`src/rtl/fsm_engine_arbiter_if.sv`:
```
// ----------------------------------------------------------------------------
// fsm_engine_arbiter_if
//
// Purpose:
//   Bundles the requester-side and response-side handshake signals of the
//   fsm_engine_arbiter. The requesters and the response consumer connect
//   through the master modport. The arbiter connects through the slave modport.
//
// Signals:
//   req_valid  [NUM_REQ]             per-requester request
//   req_data   [NUM_REQ*DATA_WIDTH]  per-requester operand, slice i = requester i
//   req_ready  [NUM_REQ]             one-hot accept from the arbiter
//   resp_valid                       result available
//   resp_ready                       consumer accepts result
//   resp_id    [clog2(NUM_REQ)]      requester that owns the result
//   resp_data  [DATA_WIDTH]          engine result (0 on abort)
//   resp_error                       transaction was aborted
// ----------------------------------------------------------------------------
interface fsm_engine_arbiter_if #(
  parameter int NUM_REQ    = 4,
  parameter int DATA_WIDTH = 8
) ();

  localparam int ID_W = $clog2(NUM_REQ);

  logic [NUM_REQ-1:0]            req_valid;
  logic [NUM_REQ*DATA_WIDTH-1:0] req_data;
  logic [NUM_REQ-1:0]            req_ready;
  logic                          resp_valid;
  logic                          resp_ready;
  logic [ID_W-1:0]               resp_id;
  logic [DATA_WIDTH-1:0]         resp_data;
  logic                          resp_error;

  // Requesters and response consumer
  modport master (
    output req_valid,
    output req_data,
    output resp_ready,
    input  req_ready,
    input  resp_valid,
    input  resp_id,
    input  resp_data,
    input  resp_error
  );

  // Arbiter
  modport slave (
    input  req_valid,
    input  req_data,
    input  resp_ready,
    output req_ready,
    output resp_valid,
    output resp_id,
    output resp_data,
    output resp_error
  );

endinterface

```
`src/rtl/fsm_engine_arbiter.sv`:
```
// ----------------------------------------------------------------------------
// fsm_engine_arbiter
//
// Purpose:
//   Shares one fsm_dut processing engine between NUM_REQ requesters. A
//   round-robin arbiter picks one request at a time. The controller runs the
//   engine's start/release handshake and returns the result on a single
//   response channel tagged with the requester id. A per-phase watchdog aborts
//   a transaction that stalls in RUN or COLLECT for TIMEOUT cycles. An abort
//   is reported as resp_error with resp_data = 0.
//
// Ports:
//   clk, reset_n          clock, asynchronous active-low reset
//   bus (slave)           request/response handshake bundle
//   eng_enable            engine enable
//   eng_input_signal[2]   engine command: 01 start, 10 release, 11 abort
//   eng_data_in[DW]       operand presented to the engine during START
//   eng_state[2]          engine current state (00 IDLE, 10 WAIT)
//   eng_busy              engine busy
//   eng_done, eng_valid   engine result qualifiers
//   eng_data_out[DW]      engine result
//   active                a transaction is in flight
//   abort_count[8]        saturating count of aborted transactions
// ----------------------------------------------------------------------------
module fsm_engine_arbiter #(
  parameter int NUM_REQ    = 4,
  parameter int DATA_WIDTH = 8,
  parameter int TIMEOUT    = 16
) (
  input  logic                  clk,
  input  logic                  reset_n,
  fsm_engine_arbiter_if.slave   bus,
  output logic                  eng_enable,
  output logic [1:0]            eng_input_signal,
  output logic [DATA_WIDTH-1:0] eng_data_in,
  input  logic [1:0]            eng_state,
  input  logic                  eng_busy,
  input  logic                  eng_done,
  input  logic                  eng_valid,
  input  logic [DATA_WIDTH-1:0] eng_data_out,
  output logic                  active,
  output logic [7:0]            abort_count
);

  localparam int ID_W  = $clog2(NUM_REQ);
  localparam int CNT_W = $clog2(TIMEOUT);

  localparam logic [1:0] ENG_IDLE = 2'b00;
  localparam logic [1:0] ENG_WAIT = 2'b10;

  localparam logic [1:0] CMD_NONE    = 2'b00;
  localparam logic [1:0] CMD_START   = 2'b01;
  localparam logic [1:0] CMD_RELEASE = 2'b10;
  localparam logic [1:0] CMD_ABORT   = 2'b11;

  typedef enum logic [2:0] {
    S_IDLE,
    S_START,
    S_RUN,
    S_RELEASE,
    S_COLLECT,
    S_RESP,
    S_ABORT
  } state_t;

  state_t                r_state;
  state_t                w_next;
  logic [ID_W-1:0]       r_ptr;
  logic [ID_W-1:0]       r_id;
  logic [DATA_WIDTH-1:0] r_data;
  logic [CNT_W-1:0]      r_cnt;
  logic [DATA_WIDTH-1:0] r_resp_data;
  logic                  r_resp_error;
  logic [7:0]            r_abort_count;

  logic                  w_found;
  logic [ID_W-1:0]       w_idx;
  logic [ID_W-1:0]       w_winner;
  logic [DATA_WIDTH-1:0] w_win_data;
  logic                  w_eng_idle;
  logic                  w_accept;
  logic                  w_timeout;
  logic                  w_cnt_clr;
  logic                  w_cnt_inc;
  logic                  w_capture;

  // Round-robin search. The walk starts one past the last winner and wraps
  // at NUM_REQ, so the most recently served requester is checked last.
  always_comb begin
    w_found  = 1'b0;
    w_winner = '0;
    w_idx    = r_ptr;
    for (int k = 0; k < NUM_REQ; k++) begin
      w_idx = (w_idx == ID_W'(NUM_REQ - 1)) ? '0 : w_idx + 1'b1;
      if (!w_found && bus.req_valid[w_idx]) begin
        w_found  = 1'b1;
        w_winner = w_idx;
      end
    end
  end

  // Operand of the current winner. This is a plain mux keyed on the winner index.
  always_comb begin
    w_win_data = '0;
    for (int i = 0; i < NUM_REQ; i++) begin
      if (w_winner == ID_W'(i)) begin
        w_win_data = bus.req_data[i*DATA_WIDTH +: DATA_WIDTH];
      end
    end
  end

  // A new request is accepted only if the engine is fully idle. A previous
  // abort or release therefore must have settled before the next start.
  assign w_eng_idle = (eng_state == ENG_IDLE) && !eng_busy;
  assign w_accept   = (r_state == S_IDLE) && w_eng_idle && w_found;
  assign w_timeout  = (r_cnt == CNT_W'(TIMEOUT - 1));

  // Next-state and output decode. Engine commands are pulses that last
  // exactly one cycle in START, RELEASE or ABORT. At all other times the
  // engine sees enable low and command 00.
  always_comb begin
    w_next           = r_state;
    bus.req_ready    = '0;
    eng_enable       = 1'b0;
    eng_input_signal = CMD_NONE;
    eng_data_in      = '0;
    w_cnt_clr        = 1'b0;
    w_cnt_inc        = 1'b0;
    w_capture        = 1'b0;
    case (r_state)
      S_IDLE: begin
        if (w_accept) begin
          bus.req_ready = NUM_REQ'(1) << w_winner;
          w_next        = S_START;
        end
      end
      S_START: begin
        eng_enable       = 1'b1;
        eng_input_signal = CMD_START;
        eng_data_in      = r_data;
        w_cnt_clr        = 1'b1;
        w_next           = S_RUN;
      end
      S_RUN: begin
        if (eng_state == ENG_WAIT) begin
          w_next = S_RELEASE;
        end else if (w_timeout) begin
          w_next = S_ABORT;
        end else begin
          w_cnt_inc = 1'b1;
        end
      end
      S_RELEASE: begin
        eng_enable       = 1'b1;
        eng_input_signal = CMD_RELEASE;
        w_cnt_clr        = 1'b1;
        w_next           = S_COLLECT;
      end
      S_COLLECT: begin
        if (eng_valid && eng_done) begin
          w_capture = 1'b1;
          w_next    = S_RESP;
        end else if (w_timeout) begin
          w_next = S_ABORT;
        end else begin
          w_cnt_inc = 1'b1;
        end
      end
      S_ABORT: begin
        eng_enable       = 1'b1;
        eng_input_signal = CMD_ABORT;
        w_next           = S_RESP;
      end
      S_RESP: begin
        // Returning to IDLE only after the handshake keeps the handshake
        // cycle free of any new accept.
        if (bus.resp_ready) begin
          w_next = S_IDLE;
        end
      end
      default: begin
        w_next = S_IDLE;
      end
    endcase
  end

  // State register
  always_ff @(posedge clk or negedge reset_n) begin
    if (!reset_n) begin
      r_state <= S_IDLE;
    end else begin
      r_state <= w_next;
    end
  end

  // Accept bookkeeping. The pointer reset value makes requester 0 win the
  // first arbitration after reset.
  always_ff @(posedge clk or negedge reset_n) begin
    if (!reset_n) begin
      r_ptr  <= ID_W'(NUM_REQ - 1);
      r_id   <= '0;
      r_data <= '0;
    end else if (w_accept) begin
      r_ptr  <= w_winner;
      r_id   <= w_winner;
      r_data <= w_win_data;
    end
  end

  // Watchdog counter. It is shared by RUN and COLLECT and cleared on entry to each phase.
  always_ff @(posedge clk or negedge reset_n) begin
    if (!reset_n) begin
      r_cnt <= '0;
    end else if (w_cnt_clr) begin
      r_cnt <= '0;
    end else if (w_cnt_inc) begin
      r_cnt <= r_cnt + 1'b1;
    end
  end

  // Response payload. It is loaded either from the engine or from the abort
  // path, and then held untouched through RESP until the handshake completes.
  always_ff @(posedge clk or negedge reset_n) begin
    if (!reset_n) begin
      r_resp_data   <= '0;
      r_resp_error  <= 1'b0;
      r_abort_count <= '0;
    end else if (w_capture) begin
      r_resp_data  <= eng_data_out;
      r_resp_error <= 1'b0;
    end else if (r_state == S_ABORT) begin
      r_resp_data  <= '0;
      r_resp_error <= 1'b1;
      if (r_abort_count != 8'hFF) begin
        r_abort_count <= r_abort_count + 8'd1;
      end
    end
  end

  assign bus.resp_valid = (r_state == S_RESP);
  assign bus.resp_id    = r_id;
  assign bus.resp_data  = r_resp_data;
  assign bus.resp_error = r_resp_error;
  assign active         = (r_state != S_IDLE);
  assign abort_count    = r_abort_count;

endmodule

```
`src/flat_wrapper.sv`:
```
// flat-port wrapper written by rule: the top's interface ports become plain ports
module fsm_engine_arbiter_flat 
#(
  parameter int NUM_REQ    = 4,
  parameter int DATA_WIDTH = 8,
  parameter int TIMEOUT    = 16
)
  (clk, reset_n, eng_enable, eng_input_signal, eng_data_in, eng_state, eng_busy, eng_done, eng_valid, eng_data_out, active, abort_count, bus_req_valid, bus_req_data, bus_resp_ready, bus_req_ready, bus_resp_valid, bus_resp_id, bus_resp_data, bus_resp_error);
  fsm_engine_arbiter_if #(.NUM_REQ(NUM_REQ), .DATA_WIDTH(DATA_WIDTH)) bus_i ();
  input  logic clk;
  input  logic reset_n;
  output logic eng_enable;
  output logic [1:0] eng_input_signal;
  output logic [DATA_WIDTH-1:0] eng_data_in;
  input  logic [1:0] eng_state;
  input  logic eng_busy;
  input  logic eng_done;
  input  logic eng_valid;
  input  logic [DATA_WIDTH-1:0] eng_data_out;
  output logic active;
  output logic [7:0] abort_count;
  input wire logic [$bits(bus_i.req_valid)-1:0] bus_req_valid;
  input wire logic [$bits(bus_i.req_data)-1:0] bus_req_data;
  input wire logic [$bits(bus_i.resp_ready)-1:0] bus_resp_ready;
  output wire logic [$bits(bus_i.req_ready)-1:0] bus_req_ready;
  output wire logic [$bits(bus_i.resp_valid)-1:0] bus_resp_valid;
  output wire logic [$bits(bus_i.resp_id)-1:0] bus_resp_id;
  output wire logic [$bits(bus_i.resp_data)-1:0] bus_resp_data;
  output wire logic [$bits(bus_i.resp_error)-1:0] bus_resp_error;
  assign bus_i.req_valid = bus_req_valid;
  assign bus_i.req_data = bus_req_data;
  assign bus_i.resp_ready = bus_resp_ready;
  assign bus_req_ready = bus_i.req_ready;
  assign bus_resp_valid = bus_i.resp_valid;
  assign bus_resp_id = bus_i.resp_id;
  assign bus_resp_data = bus_i.resp_data;
  assign bus_resp_error = bus_i.resp_error;
  fsm_engine_arbiter #(.NUM_REQ(NUM_REQ), .DATA_WIDTH(DATA_WIDTH), .TIMEOUT(TIMEOUT)) u_core (.clk(clk), .reset_n(reset_n), .bus(bus_i), .eng_enable(eng_enable), .eng_input_signal(eng_input_signal), .eng_data_in(eng_data_in), .eng_state(eng_state), .eng_busy(eng_busy), .eng_done(eng_done), .eng_valid(eng_valid), .eng_data_out(eng_data_out), .active(active), .abort_count(abort_count));
endmodule
```
`config.mk`:
```
export PLATFORM = sky130hd
export DESIGN_NAME = fsm_engine_arbiter_flat
export DESIGN_NICKNAME = d
export VERILOG_FILES = /design/src/rtl/fsm_engine_arbiter_if.sv /design/src/rtl/fsm_engine_arbiter.sv /design/src/flat_wrapper.sv
export SDC_FILE = /design/constraint.sdc
export NUM_CORES = 1
export LEC_CHECK = 0
export ABC_AREA = 1
export ABC_CLOCK_PERIOD_IN_PS = 2500
export BUFFER_PORTS_ARGS = -buffer_cell sky130_fd_sc_hd__buf_2
export CAP_MARGIN = 10
export CELL_PAD_IN_SITES_DETAIL_PLACEMENT = 2
export CELL_PAD_IN_SITES_GLOBAL_PLACEMENT = 2
export CORE_ASPECT_RATIO = 0.5
export CORE_MARGIN = 5
export CORE_UTILIZATION = 25
export DETAILED_ROUTE_END_ITERATION = 8
export MAX_ROUTING_LAYER = met4
export PLACE_DENSITY_LB_ADDON = 0.1
export REMOVE_ABC_BUFFERS = 1
export SLEW_MARGIN = 25
export SYNTH_ARGS = -nofsm -noshare
export SYNTH_HDL_FRONTEND = slang
export SYNTH_SLANG_ARGS = --single-unit
export TNS_END_PERCENT = 100
```
`constraint.sdc`:
```
create_clock -name clk -period 2.5 [get_ports clk]
set_input_delay 0.5 -clock clk [delete_from_list [all_inputs] [get_ports clk]]
set_output_delay 0.5 -clock clk [all_outputs]
set_load 0.03 [all_outputs]
```
==> impl_metrics.py <==
metrics = {
    "critical_path": {
        "crit_path_start_kind": "flop",
        "crit_path_max_incr_delay_ps": 580,
        "worst_ep_required_time_ps": 2000,
        "cp_max_fo": 6,
        "crit_slowest_cell": "dfstp_2",
        "path_cells": "ha_4 -> nor2_4 -> buf_6 -> nand2_4 -> nand2_4 -> nor2_4 -> nand4_1 -> nand3_4 -> nand2_4 -> nor2_4 -> buf_6",
        "endpoint_kind": "output pin",
        "cp.arrival_ps": 2290,
        "crit_type": "reg2out",
    },
    "synthesis": {
        "synth-seq-cells": 36,
        "synth_area_leaders": "dfrtp_1 (37%), nand2_1 (19%), nand3_1 (7.9%)",
        "synth_area_leader_cell": "dfrtp_1",
        "ys.flop_type": "dfrtp_1",
        "avgSynthCellArea_um2": 6.82,
        "synthCells": 335,
        "yosys-top-cells-count": "nand2_1 (116), inv_1 (41), nand3_1 (36), dfrtp_1 (34), nor2_1 (28)",
        "ys_seq_area_share_pct": 39.5,
        "synth_warnings": 0,
        "synthArstFlopShare_pct": 100,
        "yosysMostFrequentCell": "nand2_1",
        "syn_area_mm2": 0.00229,
        "synth_edf_count": 0,
        "synth_cell_types": 28,
        "synth_top_area_share_pct": 37.2,
    },
    "placement": {
        "portBuffers": 87,
        "dp_cells": 550,
        "hpwl_mm": 6.74,
        "globalplace.congestion": 0.827,
    },
    "floorplanning": {
        "dieHeight_um": 77.6,
        "core_mm2": 0.00880,
        "rows": 24,
        "initial_core_util_pct": 26.0,
        "die_w_um": 145,
        "die_area_mm2": 0.0113,
        "io_pins": 88,
    },
    "clock_network": {
        "clk_pin_slew_ps": 60,
        "cts-root-buf": "clkbuf_16",
        "cts_tree": "yes",
        "htree_levels": 2,
        "cts_buffers": 5,
        "clock_latency_ps": 280,
        "cts_sinks": 36,
        "cts_hold_buf": 0,
        "clk_path_buf_depth": 2,
    },
    "grt": {
        "antenna_found_initial": 0,
        "gr-total-overflow": 0,
        "grt_max_degree": 37,
        "grt_pass1_vias": 2962,
        "grt_usage_pct": 16.2,
        "grt_pass1_wl_mm": 14.8,
    },
    "timing": {
        "rsz0062_at_grt": "true",
        "max_slew_margin_pct": 42.7,
        "fmax_mhz": 358,
        "layout_setup_ws_ps": -295,
        "tightest_slew_ps": 859,
        "min_period_ps": 2790,
        "setup_viol": 12,
        "finalMaxSlewViolations": 0,
        "hold_viol_final": 0,
        "post-route-period-util_pct": 112,
        "skew_ps": 1.95,
    },
    "drt": {
        "ant_nets": 0,
        "viasPerCell": 4.74,
        "firstDrtPassIters": 4,
        "wl_per_cell_um": 17.3,
        "vias": 2712,
        "drt_iter0_drc": 56,
        "wirelength_mm": 9.90,
        "drc": 0,
    },
    "pwr": {
        "peakVddDrop_uv": 602,
        "power.density_mw_per_mm2": 1700,
        "p_leak_nw": 2.02,
    },
    "outcome": {
        "status": "finished, violations left",
        "violations": "setup timing",
    },
    "cells_and_area": {
        "drive_gt1_share_pct": 43.5,
        "post-route-util_pct": 41.5,
        "fin_cells": 572,
        "fillers": 1037,
        "num_antenna_cells": 0,
        "fin_nets": 509,
        "syn_to_final_growth_pct": 59.7,
    },
    "worst_hold_path": {
        "hold_path.class": "in2async",
    },
    "run": {
        "max_cap_viol_count": 0,
    },
}
[power breakdown]
part	leakage (nW)	switching [mW]	internal, mW
Clock	0.0901	0.244	0.525
Combinational	1.46	2.79	1.65
Sequential	0.462	0.172	0.806
Total	2.02	3.21	2.99
[sequential cells by signal (all words and copies together), names as in the netlist]
register and cells:
u_core.r_state 3, u_core.bus.resp_data 8, u_core.r_data 8, u_core.bus.resp_id 2, u_core.r_cnt 4, u_core.abort_count 8
u_core.r_ptr 2, u_core.bus.resp_error 1
[metrics by stage]
| step | power [mW] | instance area, µm² | TNS (ps) | setup WS [ps] | hold WS [ps] |
|---|---|---|---|---|---|
| 6_report | 6.19 | 3650 | -1590 | -295 | 335 |
| 5_1_grt | 6.64 | 3650 | -3180 | -399 | 416 |
| 2_1_floorplan | 2.94 | 2240 | -1040 | -275 | 204 |
| 3_3_place_gp | 3.87 | 2960 | 0 | 29.7 | 453 |
| 4_1_cts | 5.39 | 3410 | -610 | -166 | 373 |
| 3_5_place_dp | 4.02 | 2960 | -569 | -186 | 469 |
[cell usage in the layout, fill, tap and decap left out, types with 2 or more instances in the layout]
cell       netlist  layout
o21ai_0         15      11
xnor2_1          3       3
nor3_1           9       8
buf_6            2      13
a21oi_2          1       2
nand4_1          5       5
nor2_2           4       3
nand3_1         36      31
nor2_4           1      10
nand2_4          2      17
o21ai_1          7       9
dfrtp_1         34      34
inv_1           41      38
nand3_2          3       5
buf_4            1      21
nand2_1        116      85
nand2_2          5      20
inv_4            0       2
buf_2            1      83
clkbuf_8         0       2
clkbuf_16        0       5
clkinv_1         2       2
nand3_4          0       3
a21oi_1          4       3
ha_1             3       2
dfstp_2          2       2
nor2_1          28      20
xor2_1           4       4
[critical path, delay by kind of cell (launching register included)]
family,cells,cell delay [ps]
adders and majority gates,1,180
buffers and inverters,2,270
and+or+nand+nor,8,980
DFF,1,580
[cells by family (layout without fill, tap and decap cells)]
kind of cell	Yosys count	in the layout	share of synthesized area [%]
and+or+nand+nor	211	211	40.7
buffers and inverters	50	170	9.09
DFF	36	36	39.5
AOI/OAI and AO/OA	28	28	6.40
xor gates and xnor gates	7	7	2.68
adders and majority gates	3	3	1.64
[final timing paths]
kind                                                   start  slack (ps)  cells after the start                                  end
max                              u_core.r_ptr[0]$_DFFE_PN1N_        -290                     11                     bus_req_ready[2]
min                                                  reset_n         340                      1         u_core.r_data[4]$_DFFE_PN0N_
max reg2reg                      u_core.r_ptr[0]$_DFFE_PN1N_        -140                     19         u_core.r_data[5]$_DFFE_PN0N_
min reg2reg                u_core.bus.resp_id[0]$_DFFE_PN0N_         480                      2    u_core.bus.resp_id[0]$_DFFE_PN0N_
max in group asynchronous                            reset_n        1630                      1  u_core.bus.resp_data[7]$_DFFE_PN0P_
min in group clk                             eng_data_out[5]         460                      3  u_core.bus.resp_data[5]$_DFFE_PN0P_
[repair_timing]
action	in CTS	in global routing
buffers inserted	11	4
setup endpoints to repair	8	12
gates resized for setup	59	50
cloned	0	0
pin swaps	22	24
[cell type report]
| class | instances | area [µm²] | area share [%] |
|---|---|---|---|
| Clock buffer | 7 | 153 | 4.18 |
| Clock inverter | 1 | 30.0 | 0.823 |
| Inverter | 43 | 166 | 4.56 |
| Multi-Input combinational cell | 249 | 1500 | 41.0 |
| Sequential cell | 36 | 903 | 24.8 |
| Tap cell | 117 | 146 | 4.01 |
| Timing Repair Buffer | 119 | 754 | 20.7 |
[routing by layer]
| metal | part of all wire, % | up-vias | routed length (µm) | global-route usage, % |
|---|---|---|---|---|
| met5 | 0 | - | 0 | - |
| met4 | 1.8 | 0 | 177 | 3.72 |
| met3 | 3.8 | 17 | 380 | 2.85 |
| met2 | 52 | 68 | 5140 | 29.7 |
| met1 | 42 | 1333 | 4200 | 18.7 |
| li1 | - | 1294 | - | - |
Power figures use the tool's default switching activity.
